==> src/rtl/mem_view_reader.sv <==
// mem_view_reader: steps an address pointer from debounced buttons, fetches
// the selected memory word through a small REQ/WAIT/LATCH sequence and shows
// the latched word as four hex digits on a multiplexed 7-segment display.

// Conditions one raw asynchronous input: two-flop synchronizer followed by a
// debounce counter. chg_o strobes for one cycle when a new level is accepted;
// level_o is the previously accepted level during that strobe.
module mem_view_reader_deb #(
   parameter int DEB_CYCLES = 250000
) (
   input  logic clk_i,
   input  logic rst_i,
   input  logic raw_i,
   output logic level_o,
   output logic chg_o
);
   localparam int CNT_W = (DEB_CYCLES > 1) ? $clog2(DEB_CYCLES + 1) : 1;
   localparam logic [CNT_W-1:0] CNT_MAX = CNT_W'(DEB_CYCLES - 1);

   logic             sync1_q;
   logic             sync2_q;
   logic             lvl_q;
   logic             lvl_d;
   logic [CNT_W-1:0] cnt_q;
   logic [CNT_W-1:0] cnt_d;
   logic             upd_s;

   // Count consecutive samples that disagree with the accepted level.
   always_comb begin
      lvl_d = lvl_q;
      cnt_d = cnt_q;
      upd_s = 1'b0;
      if (sync2_q != lvl_q) begin
         if (cnt_q == CNT_MAX) begin
            upd_s = 1'b1;
            lvl_d = sync2_q;
            cnt_d = '0;
         end else begin
            cnt_d = cnt_q + CNT_W'(1);
         end
      end else begin
         cnt_d = '0;
      end
   end

   // Synchronizer, accepted level and debounce counter registers.
   always_ff @(posedge clk_i or posedge rst_i) begin
      if (rst_i) begin
         sync1_q <= 1'b0;
         sync2_q <= 1'b0;
         lvl_q   <= 1'b0;
         cnt_q   <= '0;
      end else begin
         sync1_q <= raw_i;
         sync2_q <= sync1_q;
         lvl_q   <= lvl_d;
         cnt_q   <= cnt_d;
      end
   end

   assign level_o = lvl_q;
   assign chg_o   = upd_s;
endmodule

module mem_view_reader #(
   parameter int ADDR_W     = 5,
   parameter int DEB_CYCLES = 250000,
   parameter int REF_BITS   = 18
) (
   input  logic              clk,
   input  logic              rst,
   input  logic              btn_next,
   input  logic              btn_prev,
   input  logic              sw_sel,
   output logic [ADDR_W-1:0] imem_addr,
   input  logic [15:0]       imem_rdata,
   output logic [ADDR_W-1:0] dmem_addr,
   input  logic [15:0]       dmem_rdata,
   output logic [ADDR_W:0]   led,
   output logic [6:0]        seg,
   output logic [3:0]        an
);
   typedef enum logic [1:0] {
      ST_IDLE  = 2'd0,
      ST_REQ   = 2'd1,
      ST_WAIT  = 2'd2,
      ST_LATCH = 2'd3
   } state_t;

   // Active-low {g..a} pattern for one hex digit.
   function automatic logic [6:0] hex7(input logic [3:0] nib);
      logic [6:0] pat;
      case (nib)
         4'h0:    pat = 7'b1000000;
         4'h1:    pat = 7'b1111001;
         4'h2:    pat = 7'b0100100;
         4'h3:    pat = 7'b0110000;
         4'h4:    pat = 7'b0011001;
         4'h5:    pat = 7'b0010010;
         4'h6:    pat = 7'b0000010;
         4'h7:    pat = 7'b1111000;
         4'h8:    pat = 7'b0000000;
         4'h9:    pat = 7'b0010000;
         4'hA:    pat = 7'b0001000;
         4'hB:    pat = 7'b0000011;
         4'hC:    pat = 7'b1000110;
         4'hD:    pat = 7'b0100001;
         4'hE:    pat = 7'b0000110;
         4'hF:    pat = 7'b0001110;
         default: pat = 7'b1111111;
      endcase
      return pat;
   endfunction

   state_t              state_q;
   state_t              state_d;
   logic [ADDR_W-1:0]   addr_q;
   logic [ADDR_W-1:0]   addr_d;
   logic                sel_q;
   logic                sel_d;
   logic [15:0]         shown_q;
   logic [15:0]         shown_d;
   logic [ADDR_W:0]     led_q;
   logic [REF_BITS-1:0] ref_q;
   logic [REF_BITS-1:0] ref_d;
   logic [6:0]          seg_q;
   logic [6:0]          seg_d;
   logic [3:0]          an_q;
   logic [3:0]          an_d;

   logic                next_lvl_s;
   logic                next_chg_s;
   logic                prev_lvl_s;
   logic                prev_chg_s;
   logic                sel_lvl_s;
   logic                sel_chg_s;
   logic                next_pls_s;
   logic                prev_pls_s;
   logic                step_s;
   logic [ADDR_W-1:0]   step_addr_s;
   logic [1:0]          digit_s;
   logic [3:0]          nib_s;

   mem_view_reader_deb #(.DEB_CYCLES(DEB_CYCLES)) u_deb_next (
      .clk_i   (clk),
      .rst_i   (rst),
      .raw_i   (btn_next),
      .level_o (next_lvl_s),
      .chg_o   (next_chg_s)
   );

   mem_view_reader_deb #(.DEB_CYCLES(DEB_CYCLES)) u_deb_prev (
      .clk_i   (clk),
      .rst_i   (rst),
      .raw_i   (btn_prev),
      .level_o (prev_lvl_s),
      .chg_o   (prev_chg_s)
   );

   mem_view_reader_deb #(.DEB_CYCLES(DEB_CYCLES)) u_deb_sel (
      .clk_i   (clk),
      .rst_i   (rst),
      .raw_i   (sw_sel),
      .level_o (sel_lvl_s),
      .chg_o   (sel_chg_s)
   );

   // Press pulses fire only on an accepted 0->1 change; releases are ignored.
   assign next_pls_s = next_chg_s & ~next_lvl_s;
   assign prev_pls_s = prev_chg_s & ~prev_lvl_s;

   // Step decode: simultaneous presses cancel, arithmetic wraps naturally.
   always_comb begin
      step_s      = 1'b0;
      step_addr_s = addr_q;
      if (next_pls_s && !prev_pls_s) begin
         step_s      = 1'b1;
         step_addr_s = addr_q + ADDR_W'(1);
      end else if (prev_pls_s && !next_pls_s) begin
         step_s      = 1'b1;
         step_addr_s = addr_q - ADDR_W'(1);
      end else begin
         step_s      = 1'b0;
         step_addr_s = addr_q;
      end
   end

   // Fetch sequencer: only IDLE accepts steps/select changes, others drop them.
   always_comb begin
      state_d = state_q;
      addr_d  = addr_q;
      sel_d   = sel_q;
      shown_d = shown_q;
      case (state_q)
         ST_IDLE: begin
            if (step_s || sel_chg_s) begin
               addr_d  = step_addr_s;
               state_d = ST_REQ;
               if (sel_chg_s) begin
                  sel_d = ~sel_lvl_s;
               end else begin
                  sel_d = sel_q;
               end
            end else begin
               state_d = ST_IDLE;
            end
         end
         ST_REQ: begin
            state_d = ST_WAIT;
         end
         ST_WAIT: begin
            state_d = ST_LATCH;
         end
         ST_LATCH: begin
            if (sel_q) begin
               shown_d = dmem_rdata;
            end else begin
               shown_d = imem_rdata;
            end
            state_d = ST_IDLE;
         end
         default: begin
            state_d = ST_REQ;
         end
      endcase
   end

   // Fetch sequencer state, pointer, select, shown word and LED registers.
   always_ff @(posedge clk or posedge rst) begin
      if (rst) begin
         state_q <= ST_REQ;
         addr_q  <= '0;
         sel_q   <= 1'b0;
         shown_q <= 16'h0000;
         led_q   <= '0;
      end else begin
         state_q <= state_d;
         addr_q  <= addr_d;
         sel_q   <= sel_d;
         shown_q <= shown_d;
         led_q   <= {sel_d, addr_d};
      end
   end

   // Display scan: pick the digit from the refresh counter's top two bits.
   always_comb begin
      ref_d   = ref_q + REF_BITS'(1);
      digit_s = ref_q[REF_BITS-1 -: 2];
      case (digit_s)
         2'd0:    nib_s = shown_q[3:0];
         2'd1:    nib_s = shown_q[7:4];
         2'd2:    nib_s = shown_q[11:8];
         2'd3:    nib_s = shown_q[15:12];
         default: nib_s = shown_q[3:0];
      endcase
      an_d  = ~(4'b0001 << digit_s);
      seg_d = hex7(nib_s);
   end

   // Refresh counter plus anode/segment registers updated together.
   always_ff @(posedge clk or posedge rst) begin
      if (rst) begin
         ref_q <= '0;
         an_q  <= 4'b1110;
         seg_q <= 7'b1000000;
      end else begin
         ref_q <= ref_d;
         an_q  <= an_d;
         seg_q <= seg_d;
      end
   end

   assign imem_addr = addr_q;
   assign dmem_addr = addr_q;
   assign led       = led_q;
   assign seg       = seg_q;
   assign an        = an_q;
endmodule

==> config.mk <==
export PLATFORM = sky130hd
export DESIGN_NAME = mem_view_reader
export DESIGN_NICKNAME = d
export VERILOG_FILES = /design/src/rtl/mem_view_reader.sv
export SDC_FILE = /design/constraint.sdc
export NUM_CORES = 1
export LEC_CHECK = 0
export ABC_AREA = 1
export BUFFER_PORTS_ARGS = -buffer_cell sky130_fd_sc_hd__buf_2
export CAP_MARGIN = 15
export CORE_UTILIZATION = 48
export CTS_BUF_LIST = sky130_fd_sc_hd__clkbuf_2
export DETAILED_ROUTE_END_ITERATION = 10
export GPL_ROUTABILITY_DRIVEN = 0
export PLACE_DENSITY = 0.7
export SYNTH_ARGS = -nofsm -noshare
export SYNTH_HDL_FRONTEND = slang
export SYNTH_SLANG_ARGS = --single-unit
==> constraint.sdc <==
create_clock -name clk -period 6.5 [get_ports clk]
set_input_delay 0.65 -clock clk [delete_from_list [all_inputs] [get_ports clk]]
set_output_delay 0.65 -clock clk [all_outputs]
set_load 0.05 [all_outputs]
==> impl_results.md, run 1 <==
* Cell Area, Placed at 6630 sq um
* DR vias/cell at 4.94
* Worst Tran Pin Value at 1.01 ns
* Area delta synth->final at 11.3%
* #FFs+latches synth at 116
* I/O pin count at 64
* Final-layout fill cell count at 1233
* DR iter-0 viols at 355
* Worst hold slack at 0.0911 ns
* Largest cells by area after synthesis: dfrtp_1 (45%), nand2_1 (11%), nor2_1 (9.4%)
* CP top delay family: flip-flops
* Nets at 904
* Setup Total Neg Slack at 0 ns
* Cell area after synthesis at 6210 sq um
* Clock tree buffer depth at 2
* Hold/Removal Path Class: input pin to register
* Setup slack at placement at 4.25 ns
* CTS buffer count at 17
* Initial antenna violation count at 1
* Arrival time at the worst endpoint at 1.83 ns
* DIE WIDTH at 116 um
* Starting Density at 49.2%
* Post-synthesis sequential area ratio at 46.8%
* Worst-path cell chain: buf_2
* Critical R2R Launch: u_deb_next.cnt_q[0]$_DFF_PP0_
* Final Power at 1.29 mW
* First-pass GRT wire length at 21.4 mm
* Post-synth EDFFs at 0
* Port bufs at 63
* Syn Nets at 838
* Met1 GRT Util at 28.4%
* # clock sinks at 116
* Unrepaired setup endpoints after global routing: false
* CTS root buffer: clkbuf_2
* HP Start: btn_prev
* Core area at 12600 sq um
* CTS tree: done
* Syn Inst Count at 785
* Fin crit share at 38.2%
* Global Route met3 Usage at 4.76%
* Largest net degree at the start of global routing at 75
* Hold EP: u_deb_prev.sync1_q$_DFF_PP0_
* Tmin final at 2.48 ns
* Layout cells sized above 1 at 15.3%
* Crit-path max cell delay at 0.78 ns
* Setup Buffers After CTS at 0
* DR WL/cell at 11.9 um
* CP Class: register to output port
* First drt pass iteration count at 4
* Global Route Usage Sum at 20.6%
* Design area at 6910 sq um
* Cell Pwr Density at 187 nW/um^2
* R2R Setup Slk at 4.24 ns
* Max-slew violation count at 0
* Worst R2R Path Depth at 11
* Peak VDD IR at 0.103 mV
* Buf/Inv on CP at 1
* Vias in the first global route at 4738
* Final Worst Setup Slack at 4.02 ns
* Critical path peak fanout at 19
* Row cnt at 41
* Critical path's slowest cell: dfrtp_1
* Crit end category: output port
* GRT overflow at 0
* Worst-skew pair later-pin latency at 0.68 ns
* Rel. slew slack at 32.5%
* Area leader, netlist: dfrtp_1
* Syn_area_per_cell at 7.91 sq um
* Startpoint Class: register
* Routed Antenna Nets at 0
* GR peak layer: met2
* Die Height at 116 um
* Die Area at 13400 sq um
* Critical R2R Capture: led[0]$_DFFE_PP0P_
* H-tree depth at 4
* Max Freq at 403 MHz
* Final HPWL DP at 8.97 mm
* Final hold violations at 0
* Clock transition at path regs at 0.17 ns
* Setup Viol. Count Final at 0
* Final WL at 12.3 mm
* Hold depth at 1
* Max-cap violations at 0
* Async set or reset register ratio after synthesis at 100%
* Via Count at 5108
* Clk_skew at 0.0294 ns
* Most used DFF post-synth: dfrtp_1
* CP required at 5.85 ns
* Distinct cells, synth at 35
* Warnings from Yosys at 0
* Outcome: finished, final reports clean
* Post-route DRC at 0
* Leak at 3.13 nW
* Area share of the largest cell type after synthesis at 44.7%
* GR Util met2 at 31.1%
[registers in the layout, summed over array words and instances (netlist names)]
name and flops:
u_deb_next.level_o 1, u_deb_sel.cnt_q 18, ref_q 18, an 4, u_deb_next.sync1_q 1, u_deb_prev.sync2_q 1, state_q 2, u_deb_prev.cnt_q 18
u_deb_sel.sync1_q 1, u_deb_prev.sync1_q 1, u_deb_prev.level_o 1, u_deb_next.sync2_q 1, u_deb_next.cnt_q 18, u_deb_sel.sync2_q 1, seg 7, shown_q 16
u_deb_sel.level_o 1, led 6
[synth_stat cells, types with 5 or more instances]
cell and instances:
nand3_1 75, dfstp_2 5, nor2_2 10, inv_2 5
inv_1 70, a21oi_1 8, buf_4 13, nand2_1 174
xor2_1 31, nor2_1 156, clkbuf_1 5, nor3_1 15
o21ai_0 12, nand2_2 6, nand4_1 15, a31oi_1 14
dfrtp_1 111, xnor2_1 14, ha_1 16
[report_power, final]
part / internal [mW] / switching (mW) / leakage [nW] / total, mW
clock network: 0.245 / 0.267 / 0.146 / 0.512
logic: 0.0162 / 0.0300 / 1.52 / 0.0462
registers: 0.729 / 0.00541 / 1.47 / 0.734
total: 0.990 / 0.302 / 3.13 / 1.29
[area by class of cell]
class | instances | area (sq um) | share of cell area, %
Sequential cell | 116 | 2910 | 42.1
Clock inverter | 12 | 164 | 2.37
Multi-Input combinational cell | 573 | 2890 | 41.8
Antenna cell | 1 | 2.50 | 0.0362
Clock buffer | 18 | 90.1 | 1.30
Tap cell | 172 | 215 | 3.11
Inverter | 75 | 284 | 4.11
Timing Repair Buffer | 68 | 360 | 5.21
[cells by family after synthesis]
family	count (synthesis)	synth area share, %
buf+inv	96	6.65
flops	116	46.8
simple gates	467	32.6
fa+ha+maj	16	3.22
compound gates	45	4.33
xor+xnor	45	6.35
[worst register-to-register path, stage by stage, from the launching register on]
cell and delay [ns]:
dfrtp_1 0.41, ha_1 0.17, nand2_1 0.11, nor2_4 0.17, nand3b_1 0.10, nor3_1 0.21, inv_1 0.07, ha_1 0.28
or2_2 0.34, nor2_1 0.14, inv_1 0.07, a21oi_1 0.12
[through the flow]
step | utilization (%) | instances
final | 54.8 | 1035
after global routing | 54.8 | 1035
after CTS | 54.8 | 1034
after detailed placement | 52.5 | 1001
after global placement | 52.5 | 1001
after floorplan | - | 785
[per-layer routing]
metal	share of wire, %	vias up
li1	-	2635
met1	50	2348
met2	45	100
met3	3.3	25
met4	2.2	0
met5	0	-
[worst max-delay path by stage]
stage                                  startpoint                 end  slack, ns  depth (start not counted)
finish                         led[5]$_DFFE_PP0P_              led[5]       4.02                          1
detailed placement  u_deb_next.cnt_q[0]$_DFF_PP0_  led[0]$_DFFE_PP0P_       4.25                         11
global route                   led[5]$_DFFE_PP0P_              led[5]       3.86                          1
floorplan                                     rst     an[0]$_DFF_PP0_       2.79                          1
global placement    u_deb_next.cnt_q[0]$_DFF_PP0_  led[0]$_DFFE_PP0P_       4.30                         11
CTS                            led[5]$_DFFE_PP0P_              led[5]       3.93                          1
[what timing repair did]
| action | in CTS | in global routing |
|---|---|---|
| hold buffers | 3 | 0 |
| gates resized for setup | 0 | 0 |
| hold endpoints to repair | 44 | 0 |
[cell usage in the layout, fill, tap and decap left out, types with 16 or more instances in the layout]
cell type  synthesis  final
inv_1             70     69
xor2_1            31     31
buf_2              3     63
nor2_1           156    156
nand3_1           75     75
nand2_1          174    174
clkbuf_2           0     18
dfrtp_1          111    111
ha_1              16     16
(Power assumes the default switching activity.)
==> run 2: changes to the inputs <==
--- a/config.mk
+++ b/config.mk
@@ -12,7 +12,7 @@
 export CTS_BUF_LIST = sky130_fd_sc_hd__clkbuf_2
 export DETAILED_ROUTE_END_ITERATION = 10
 export GPL_ROUTABILITY_DRIVEN = 0
-export PLACE_DENSITY = 0.7
+export PLACE_DENSITY = 0.73
 export SYNTH_ARGS = -nofsm -noshare
 export SYNTH_HDL_FRONTEND = slang
 export SYNTH_SLANG_ARGS = --single-unit
==> constraint.sdc (replaced) <==
create_clock -name clk -period 2.2 [get_ports clk]
set_input_delay 0.22 -clock clk [delete_from_list [all_inputs] [get_ports clk]]
set_output_delay 0.22 -clock clk [all_outputs]
set_load 0.05 [all_outputs]
==> run 2 against run 1 <==
Compared with the run above:
- cell count increased by 6.4%
- setup slack got worse by 3.9 ns
- wire length increased by 8.2%
- critical path depth increased by 9
- sequential power increased to 3.0 times the previous value
- worst hold slack improved by 0.10 ns
- register-to-register slack got worse by 4.1 ns
- critical path type is now register to register
- highest routed layer unchanged
==> impl_results.md, run 2 (synthesized netlist as in run 1, its figures left out) <==
* CTS tree: done
* First-pass GRT wire length at 22.1 mm
* Leak at 3.41 nW
* Clock transition at path regs at 0.16 ns
* CTS root buffer: clkbuf_2
* Final-layout fill cell count at 1114
* DR iter-0 viols at 391
* GRT overflow at 0
* Unrepaired setup endpoints after global routing: true
* Switch share at 22.7%
* Pint at 2.89 mW
* Die Area at 13400 sq um
* Peak VDD IR at 0.413 mV
* CP Class: register to register
* Worst-skew pair later-pin latency at 0.65 ns
* Largest net degree at the start of global routing at 35
* Critical path peak fanout at 5
* Worst hold slack at 0.193 ns
* Arrival time at the worst endpoint at 2.66 ns
* Layout cells sized above 1 at 18.6%
* Core area at 12600 sq um
* DIE WIDTH at 116 um
* DR vias/cell at 4.99
* Most common cell after layout, fill and taps aside: nand2_1
* Hold depth at 2
* Global Route Usage Sum at 21.2%
* Port bufs at 63
* Vias in the first global route at 4992
* Routed Antenna Nets at 0
* First drt pass iteration count at 7
* Die Height at 116 um
* Tmin final at 2.08 ns
* Worst Tran Pin Value at 0.794 ns
* Area delta synth->final at 21.0%
* Starting Density at 49.2%
* Outcome: finished, final reports clean
* Nets at 969
* Gate power share at 5.0%
* Reg power frac at 58.0%
* Cell Pwr Density at 497 nW/um^2
* CTS buffer count at 17
* Clock tree buffer depth at 2
* Commonest non-fill, non-tap cells in the layout: nand2_1 (173), nor2_1 (155), dfrtp_1 (111)
* Final hold violations at 0
* Crit end category: register
* Net Switching at 0.848 mW
* Max Freq at 481 MHz
* Initial antenna violation count at 0
* Hold/Removal Path Class: input pin to register
* Post-route DRC at 0
* H-tree depth at 4
* Final WL at 13.3 mm
* DR WL/cell at 12.1 um
* Rel. slew slack at 46.9%
* Clock network power share at 37.0%
* Final Power at 3.74 mW
* CP required at 2.79 ns
* Row cnt at 41
* I/O pin count at 64
* Via Count at 5490
* Fin crit share at 94.5%
* Max-slew violation count at 0
* Worst R2R Path Depth at 10
* R2R Setup Slk at 0.12 ns
* # clock sinks at 116
* Setup Viol. Count Final at 0
* Clk_skew at 0.0287 ns
* Diode count at 0
* Max-cap violations at 0
* Startpoint Class: register
* Final HPWL DP at 9.22 mm
[run 2: cell count changes in the layout (fill, tap and decap cells not counted), moves of 2 or more]
cell           change
clkbuf_2           +6
buf_4             +30
buf_12             +2
nor3_1             -2
nor3_2             +2
dlygate4sd3_1     +33
[run 2: stage by stage]
stage | instance area, sq um | worst slack (ns) | setup TNS, ns | cells | util (%)
after global routing | 7510 | -0.0602 | -0.0948 | 1101 | 59.5
after global placement | 6860 | 0.0501 | 0 | 1029 | 54.4
after floorplan | 6210 | 0.154 | 0 | 785 | -
after detailed placement | 6860 | 0.0125 | 0 | 1029 | 54.4
final | 7510 | 0.121 | 0 | 1101 | 59.5
after CTS | 7450 | 0.00261 | 0 | 1097 | 59.1
[run 2: final cells by class]
type	count	area [sq um]	area share, %
clock buffer	24	120	1.60
clock inverter	8	111	1.48
inverter	75	285	3.80
multi-input combinational	573	2920	38.8
sequential	116	2910	38.7
tap	172	215	2.86
timing repair buffer	133	956	12.7
[run 2: per-layer routing]
layer	global-route usage, %	routed length [um]
met1	27.1	6140
met2	34.1	6310
met3	6.33	603
met4	7.78	216
met5	0	0
[run 2: power by group through the flow]
| stage | logic, mW | registers (mW) | clock network, mW |
|---|---|---|---|
| finish | 0.187 | 2.17 | 1.38 |
| global route | 0.211 | 2.17 | 1.53 |
| CTS | 0.184 | 2.17 | 1.44 |
| detailed placement | 0.156 | 2.21 | 0 |
| global placement | 0.155 | 2.21 | 0 |
| floorplan | 0.0780 | 2.20 | 0 |
[run 2: worst max-delay path, cell delays in order, from the launching register on]
cell and delay (ns):
dfrtp_1 0.46, nor2_1 0.22, nand3_1 0.12, nor3_2 0.18
nand3b_1 0.16, inv_1 0.09, ha_1 0.22, or2_4 0.28
nor2_2 0.10, inv_1 0.06, a21oi_1 0.13
[run 2: worst paths after layout]
path,end,startpoint
min in group asynchronous,ref_q[7]$_DFF_PP0_,rst
worst min register to register,u_deb_sel.sync2_q$_DFF_PP0_,u_deb_sel.sync1_q$_DFF_PP0_
worst max-delay path,led[0]$_DFFE_PP0P_,u_deb_prev.cnt_q[4]$_DFF_PP0_
max in group asynchronous,seg[6]$_DFF_PP1_,rst
worst max register to register,led[0]$_DFFE_PP0P_,u_deb_prev.cnt_q[4]$_DFF_PP0_
worst min-delay path,u_deb_prev.sync1_q$_DFF_PP0_,btn_prev
[run 2: timing repair]
| action | CTS | global route |
|---|---|---|
| endpoints found under the hold margin | 46 | 0 |
| resized for setup | 0 | 8 |
| setup endpoints to repair | 0 | 5 |
| setup buffers | 0 | 4 |
| hold buffers | 36 | 0 |
